**src/rtl/shift_left_iterative_if.sv**
```systemverilog
// Request/response bundle for the iterative left shifter: operand handshake in, result handshake out.
interface shift_left_iterative_if #(
  parameter int CNT_W = 4,
  parameter int WIDTH = 16
);
  logic             in_valid;
  logic             in_ready;
  logic [WIDTH-1:0] In;
  logic [CNT_W-1:0] Cnt;
  logic             Op;
  logic             out_valid;
  logic             out_ready;
  logic [WIDTH-1:0] Out;
  logic             busy;

  modport master (
    output in_valid, In, Cnt, Op, out_ready,
    input  in_ready, out_valid, Out, busy
  );

  modport slave (
    input  in_valid, In, Cnt, Op, out_ready,
    output in_ready, out_valid, Out, busy
  );
endinterface

```
**src/rtl/shift_left_iterative.sv**
```systemverilog
// Multi-cycle SLL/ROL unit: one log-shifter stage (1, 2, 4, 8, ...) per clock, fixed CNT_W-cycle latency.
//   state | meaning
//   IDLE  | ready for a request; Out holds the last result
//   SHIFT | applying stage stage_q to work_q
//   DONE  | result valid on Out, waiting for out_ready
module shift_left_iterative #(
  parameter int CNT_W = 4,
  parameter int WIDTH = 16
) (
  input  logic                  clk,
  input  logic                  rst_n,
  shift_left_iterative_if.slave bus
);

  localparam int STG_W = (CNT_W > 1) ? $clog2(CNT_W) : 1;
  localparam logic [STG_W-1:0] LAST_STAGE = STG_W'(CNT_W - 1);

  typedef enum logic [1:0] {
    ST_IDLE,
    ST_SHIFT,
    ST_DONE
  } state_e;

  state_e           state_q, state_d;
  logic [STG_W-1:0] stage_q, stage_d;
  logic [WIDTH-1:0] work_q, work_d;
  logic [CNT_W-1:0] cnt_q, cnt_d;
  logic             op_q, op_d;
  logic [WIDTH-1:0] out_q, out_d;

  logic [CNT_W:0]   shamt;
  logic [WIDTH-1:0] sll_val;
  logic [WIDTH-1:0] rol_val;

  always_ff @(posedge clk) begin
    if (!rst_n) begin
      state_q <= ST_IDLE;
      stage_q <= '0;
      work_q  <= '0;
      cnt_q   <= '0;
      op_q    <= 1'b0;
      out_q   <= '0;
    end else begin
      state_q <= state_d;
      stage_q <= stage_d;
      work_q  <= work_d;
      cnt_q   <= cnt_d;
      op_q    <= op_d;
      out_q   <= out_d;
    end
  end

  // Stage shift amount is 2**stage, never zero, so the rotate spill term is always well-defined.
  always_comb begin
    shamt   = {{CNT_W{1'b0}}, 1'b1} << stage_q;
    sll_val = work_q << shamt;
    rol_val = sll_val | (work_q >> (WIDTH - int'(shamt)));
  end

  always_comb begin
    state_d = state_q;
    stage_d = stage_q;
    work_d  = work_q;
    cnt_d   = cnt_q;
    op_d    = op_q;
    out_d   = out_q;

    case (state_q)
      ST_IDLE: begin
        if (bus.in_valid) begin
          work_d  = bus.In;
          cnt_d   = bus.Cnt;
          op_d    = bus.Op;
          stage_d = '0;
          state_d = ST_SHIFT;
        end
      end
      ST_SHIFT: begin
        if (cnt_q[stage_q]) begin
          work_d = op_q ? rol_val : sll_val;
        end
        stage_d = stage_q + STG_W'(1);
        if (stage_q == LAST_STAGE) begin
          out_d   = work_d;
          stage_d = '0;
          state_d = ST_DONE;
        end
      end
      ST_DONE: begin
        if (bus.out_ready) begin
          state_d = ST_IDLE;
        end
      end
      default: state_d = ST_IDLE;
    endcase
  end

  assign bus.in_ready  = (state_q == ST_IDLE);
  assign bus.out_valid = (state_q == ST_DONE);
  assign bus.busy      = (state_q != ST_IDLE);
  assign bus.Out       = out_q;

endmodule

```
**src/flat_wrapper.sv**
```systemverilog
// flat-port wrapper written by rule: the top's interface ports become plain ports
module shift_left_iterative_flat 
#(
  parameter int CNT_W = 4,
  parameter int WIDTH = 16
)
  (clk, rst_n, bus_in_valid, bus_In, bus_Cnt, bus_Op, bus_out_ready, bus_in_ready, bus_out_valid, bus_Out, bus_busy);
  shift_left_iterative_if #(.CNT_W(CNT_W), .WIDTH(WIDTH)) bus_i ();
  input  logic clk;
  input  logic rst_n;
  input wire logic [$bits(bus_i.in_valid)-1:0] bus_in_valid;
  input wire logic [$bits(bus_i.In)-1:0] bus_In;
  input wire logic [$bits(bus_i.Cnt)-1:0] bus_Cnt;
  input wire logic [$bits(bus_i.Op)-1:0] bus_Op;
  input wire logic [$bits(bus_i.out_ready)-1:0] bus_out_ready;
  output wire logic [$bits(bus_i.in_ready)-1:0] bus_in_ready;
  output wire logic [$bits(bus_i.out_valid)-1:0] bus_out_valid;
  output wire logic [$bits(bus_i.Out)-1:0] bus_Out;
  output wire logic [$bits(bus_i.busy)-1:0] bus_busy;
  assign bus_i.in_valid = bus_in_valid;
  assign bus_i.In = bus_In;
  assign bus_i.Cnt = bus_Cnt;
  assign bus_i.Op = bus_Op;
  assign bus_i.out_ready = bus_out_ready;
  assign bus_in_ready = bus_i.in_ready;
  assign bus_out_valid = bus_i.out_valid;
  assign bus_Out = bus_i.Out;
  assign bus_busy = bus_i.busy;
  shift_left_iterative #(.CNT_W(CNT_W), .WIDTH(WIDTH)) u_core (.clk(clk), .rst_n(rst_n), .bus(bus_i));
endmodule
```
**config.mk**
```make
export PLATFORM = sky130hd
export DESIGN_NAME = shift_left_iterative_flat
export DESIGN_NICKNAME = d
export VERILOG_FILES = /design/src/rtl/shift_left_iterative_if.sv /design/src/rtl/shift_left_iterative.sv /design/src/flat_wrapper.sv
export SDC_FILE = /design/constraint.sdc
export NUM_CORES = 1
export LEC_CHECK = 0
export CAP_MARGIN = 20
export CORE_AREA = 4 4 86 128
export CTS_CLUSTER_DIAMETER = 200
export DETAILED_ROUTE_END_ITERATION = 6
export DIE_AREA = 0 0 90 132
export GPL_TIMING_DRIVEN = 0
export SLEW_MARGIN = 20
export SYNTH_ARGS = -nofsm -noshare
export SYNTH_HDL_FRONTEND = slang
export SYNTH_SLANG_ARGS = --single-unit
```
**constraint.sdc**
```tcl
create_clock -name clk -period 5.5 [get_ports clk]
set_input_delay 0.55 -clock clk [delete_from_list [all_inputs] [get_ports clk]]
set_output_delay 0.55 -clock clk [all_outputs]
set_load 0.02 [all_outputs]
```
==> results.yml <==
status:
  status: "completed"
sta:
  finalCritPeriodShare_pct: 54.1
  fmax_ghz: 0.336
  rsz0062_at_grt: "no"
  fin_setup_tns_ns: 0
  period_needed_ns: 2.97
  hold_violations: 0
  drv_slew: 0
  finalSetupViolCount: 0
  tightest_slew_ns: 0.802
  skew_ns: 0.00526
  max_slew_margin_pct: 46.0
grt:
  grt_pass1_vias: 3306
  grt_pass1_wl_um: 19700
  overflow: 0
  grt_use_total_pct: 21.4
  grt_max_degree: 14
  antenna_found_initial: 0
cts:
  cts-root-buf: "clkbuf_16"
  clk_latency_ns: 0.29
  cts.sinks: 41
  htree_levels: 2
  ctsHoldBuffers: 0
  clock_path_buffers: 2
  cts.reportedPaths.clkPinSlew_ns: 0.06
  cts_tree: "done"
  cts_buffers: 5
  post_cts_resized: 0
  cts_setup_buffers: 0
run:
  cap_violations: 0
finish:
  areaGrowthSynthToFinish_pct: 21.3
  fin_util_pct: 41.0
  fin_cells: 573
  layout_common_cells: "51 x a21oi_1, 42 x clkdlybuf4s50_1, 41 x dfxtp_1"
  nets: 488
  register_area_um2: 821
  final_common_cell: "a21oi_1"
  drive_gt1_share_pct: 13.6
  diodes: 0
  n_fill_cell: 1043
  multi_input_area_um2: 2270
worst_setup_path:
  path_max_fanout: 10
  cp.required_ns: 5.64
  r2r_setup_slack_ns: 2.53
  crit_path_start_kind: "flip-flop"
  r2r_cells: 12
  cp-end-kind: "flip-flop"
  crit_type: "flip-flop to flip-flop"
  arrival_ns: 3.11
  r2r-end: "u_core.work_q[0]"
  crit-reg2reg-launch: "u_core.stage_q[0]"
place:
  io_buffers: 42
  dp_cells: 565
  finalWeightedCongestion: 1.01
  dp_hpwl_um: 9860
logic_synthesis:
  ys.flop_type: "dfxtp_1"
  synth_enable_flop_cells: 0
  ys_warn_count: 0
  syn_nets: 439
  syn-cell-area_um2: 3370
  synth_cells: 406
  yosys_register_bits: 41
  ys_types: 56
  yosysSeqAreaShare_pct: 24.4
  syn_avg_cell_area_um2: 8.30
  async_reset_ff_share_pct: 0
power:
  leakagePower_nw: 1.49
  ir_drop_mv: 0.132
  p_per_area_nw_per_um2: 220
route:
  wl_um: 12900
  dr.pass1.iters: 7
  routed-via-count: 3478
  ant_nets: 0
  wl_per_cell_um: 22.6
  drt_iter0_drc: 394
  via_per_inst: 6.07
  drc: 0
floorplan:
  ios: 44
  initial_core_util_pct: 33.8
  rows: 45
  core_area_um2: 9970
  die_h_um: 132
  die-area_um2: 11900
  die_x_um: 90
worst_hold_path:
  min_to: "u_core.bus.Out[0]"
  hp-start: "u_core.bus.Out[0]"
  hold_class: "flip-flop to flip-flop"
  hold_depth: 2
worst max-delay path, cell delays in order (launching register included):
cell and delay [ns]:
dfxtp_1 0.51, inv_1 0.16, ha_1 0.23, buf_6 0.15, buf_6 0.16, inv_2 0.10
ha_1 0.24, buf_2 0.20, mux4_2 0.36, mux2i_1 0.27, o211ai_1 0.21, o211ai_1 0.15
a21oi_1 0.09
logic make-up after synthesis:
kind of cell    share of synthesized area, %
compound gates                          25.5
simple gates                            17.8
buf+inv                                 8.24
mux                                     21.2
flops                                   24.4
fa+ha+maj                               2.97
through the flow:
stage                     worst slack [ns]  total power, mW  instance area (um2)  hold WS [ns]
final                                 2.53            0.901                 4090         0.458
after CTS                             2.58            0.904                 4090         0.459
after detailed placement              2.60            0.593                 3940         0.451
after floorplan                       3.00            0.508                 3370         0.480
after global routing                  2.36            0.942                 4090         0.473
after global placement                2.60            0.593                 3940         0.449
flip-flops by register name, summed over array words and instances, names as in the netlist:
name,count
u_core.stage_q,2
u_core.cnt_q,4
u_core.op_q,1
u_core.work_q,16
u_core.state_q,2
u_core.bus.Out,16
metal layers:
layer	vias to the layer above	track usage [%]	part of all wire (%)
li1	1602	-	-
met1	1662	24.6	37
met2	173	36.8	50
met3	41	3.48	7.0
met4	0	13.3	6.2
met5	-	0	0
how the worst max path moves through the flow:
| stage | from | end | cells after the start |
|---|---|---|---|
| 6_report | u_core.stage_q[0] | u_core.work_q[0] | 12 |
| 3_3_place_gp | u_core.stage_q[0] | u_core.work_q[0] | 12 |
| 5_1_grt | u_core.stage_q[0] | u_core.work_q[3] | 12 |
| 2_1_floorplan | u_core.stage_q[0] | u_core.work_q[4] | 12 |
| 3_5_place_dp | u_core.stage_q[0] | u_core.work_q[0] | 12 |
| 4_1_cts | u_core.stage_q[0] | u_core.work_q[0] | 12 |
power by group:
part / total [mW] / internal (mW) / switching (mW)
combinational: 0.267 / 0.115 / 0.152
sequential: 0.326 / 0.309 / 0.0166
clock: 0.308 / 0.181 / 0.128
total: 0.901 / 0.605 / 0.296
area by class of cell:
class / instances / share of cell area, %
multi-input cells: 310 / 55.6
repair buffers: 42 / 10.3
clock inverters: 2 / 0.336
inverters: 12 / 1.10
plain buffers: 43 / 5.69
well taps: 117 / 3.58
clock buffers: 6 / 3.40
flip-flops and latches: 41 / 20.1
synthesized netlist by cell type, types with 2 or more instances:
cell type | instances | area share, %
a211oi_1 | 3 | 0.67
a21oi_1 | 51 | 7.6
a221oi_1 | 3 | 0.78
a22oi_1 | 2 | 0.45
a2bb2oi_1 | 2 | 0.52
a311oi_1 | 2 | 0.52
a32oi_1 | 2 | 0.52
buf_1 | 2 | 0.22
buf_2 | 12 | 1.8
buf_4 | 3 | 0.67
buf_6 | 6 | 2.0
clkbuf_1 | 20 | 2.2
dfxtp_1 | 41 | 24
ha_1 | 8 | 3.0
inv_1 | 8 | 0.89
inv_2 | 3 | 0.33
mux2_2 | 5 | 1.7
mux2i_1 | 23 | 6.8
mux4_2 | 19 | 13
nand2_1 | 37 | 4.1
nand2b_1 | 6 | 1.1
nand3_1 | 11 | 1.6
nor2_1 | 36 | 4.0
nor2b_1 | 16 | 3.0
nor3_1 | 9 | 1.3
nor4_1 | 3 | 0.56
o211ai_1 | 7 | 1.6
o21a_1 | 3 | 0.67
o21ai_0 | 13 | 1.9
o21ai_1 | 6 | 0.89
o221ai_1 | 9 | 2.3
o22a_1 | 8 | 2.1
o31ai_1 | 3 | 0.67
o41ai_2 | 2 | 0.97
No activity file was read; power rests on OpenSTA's default activity.
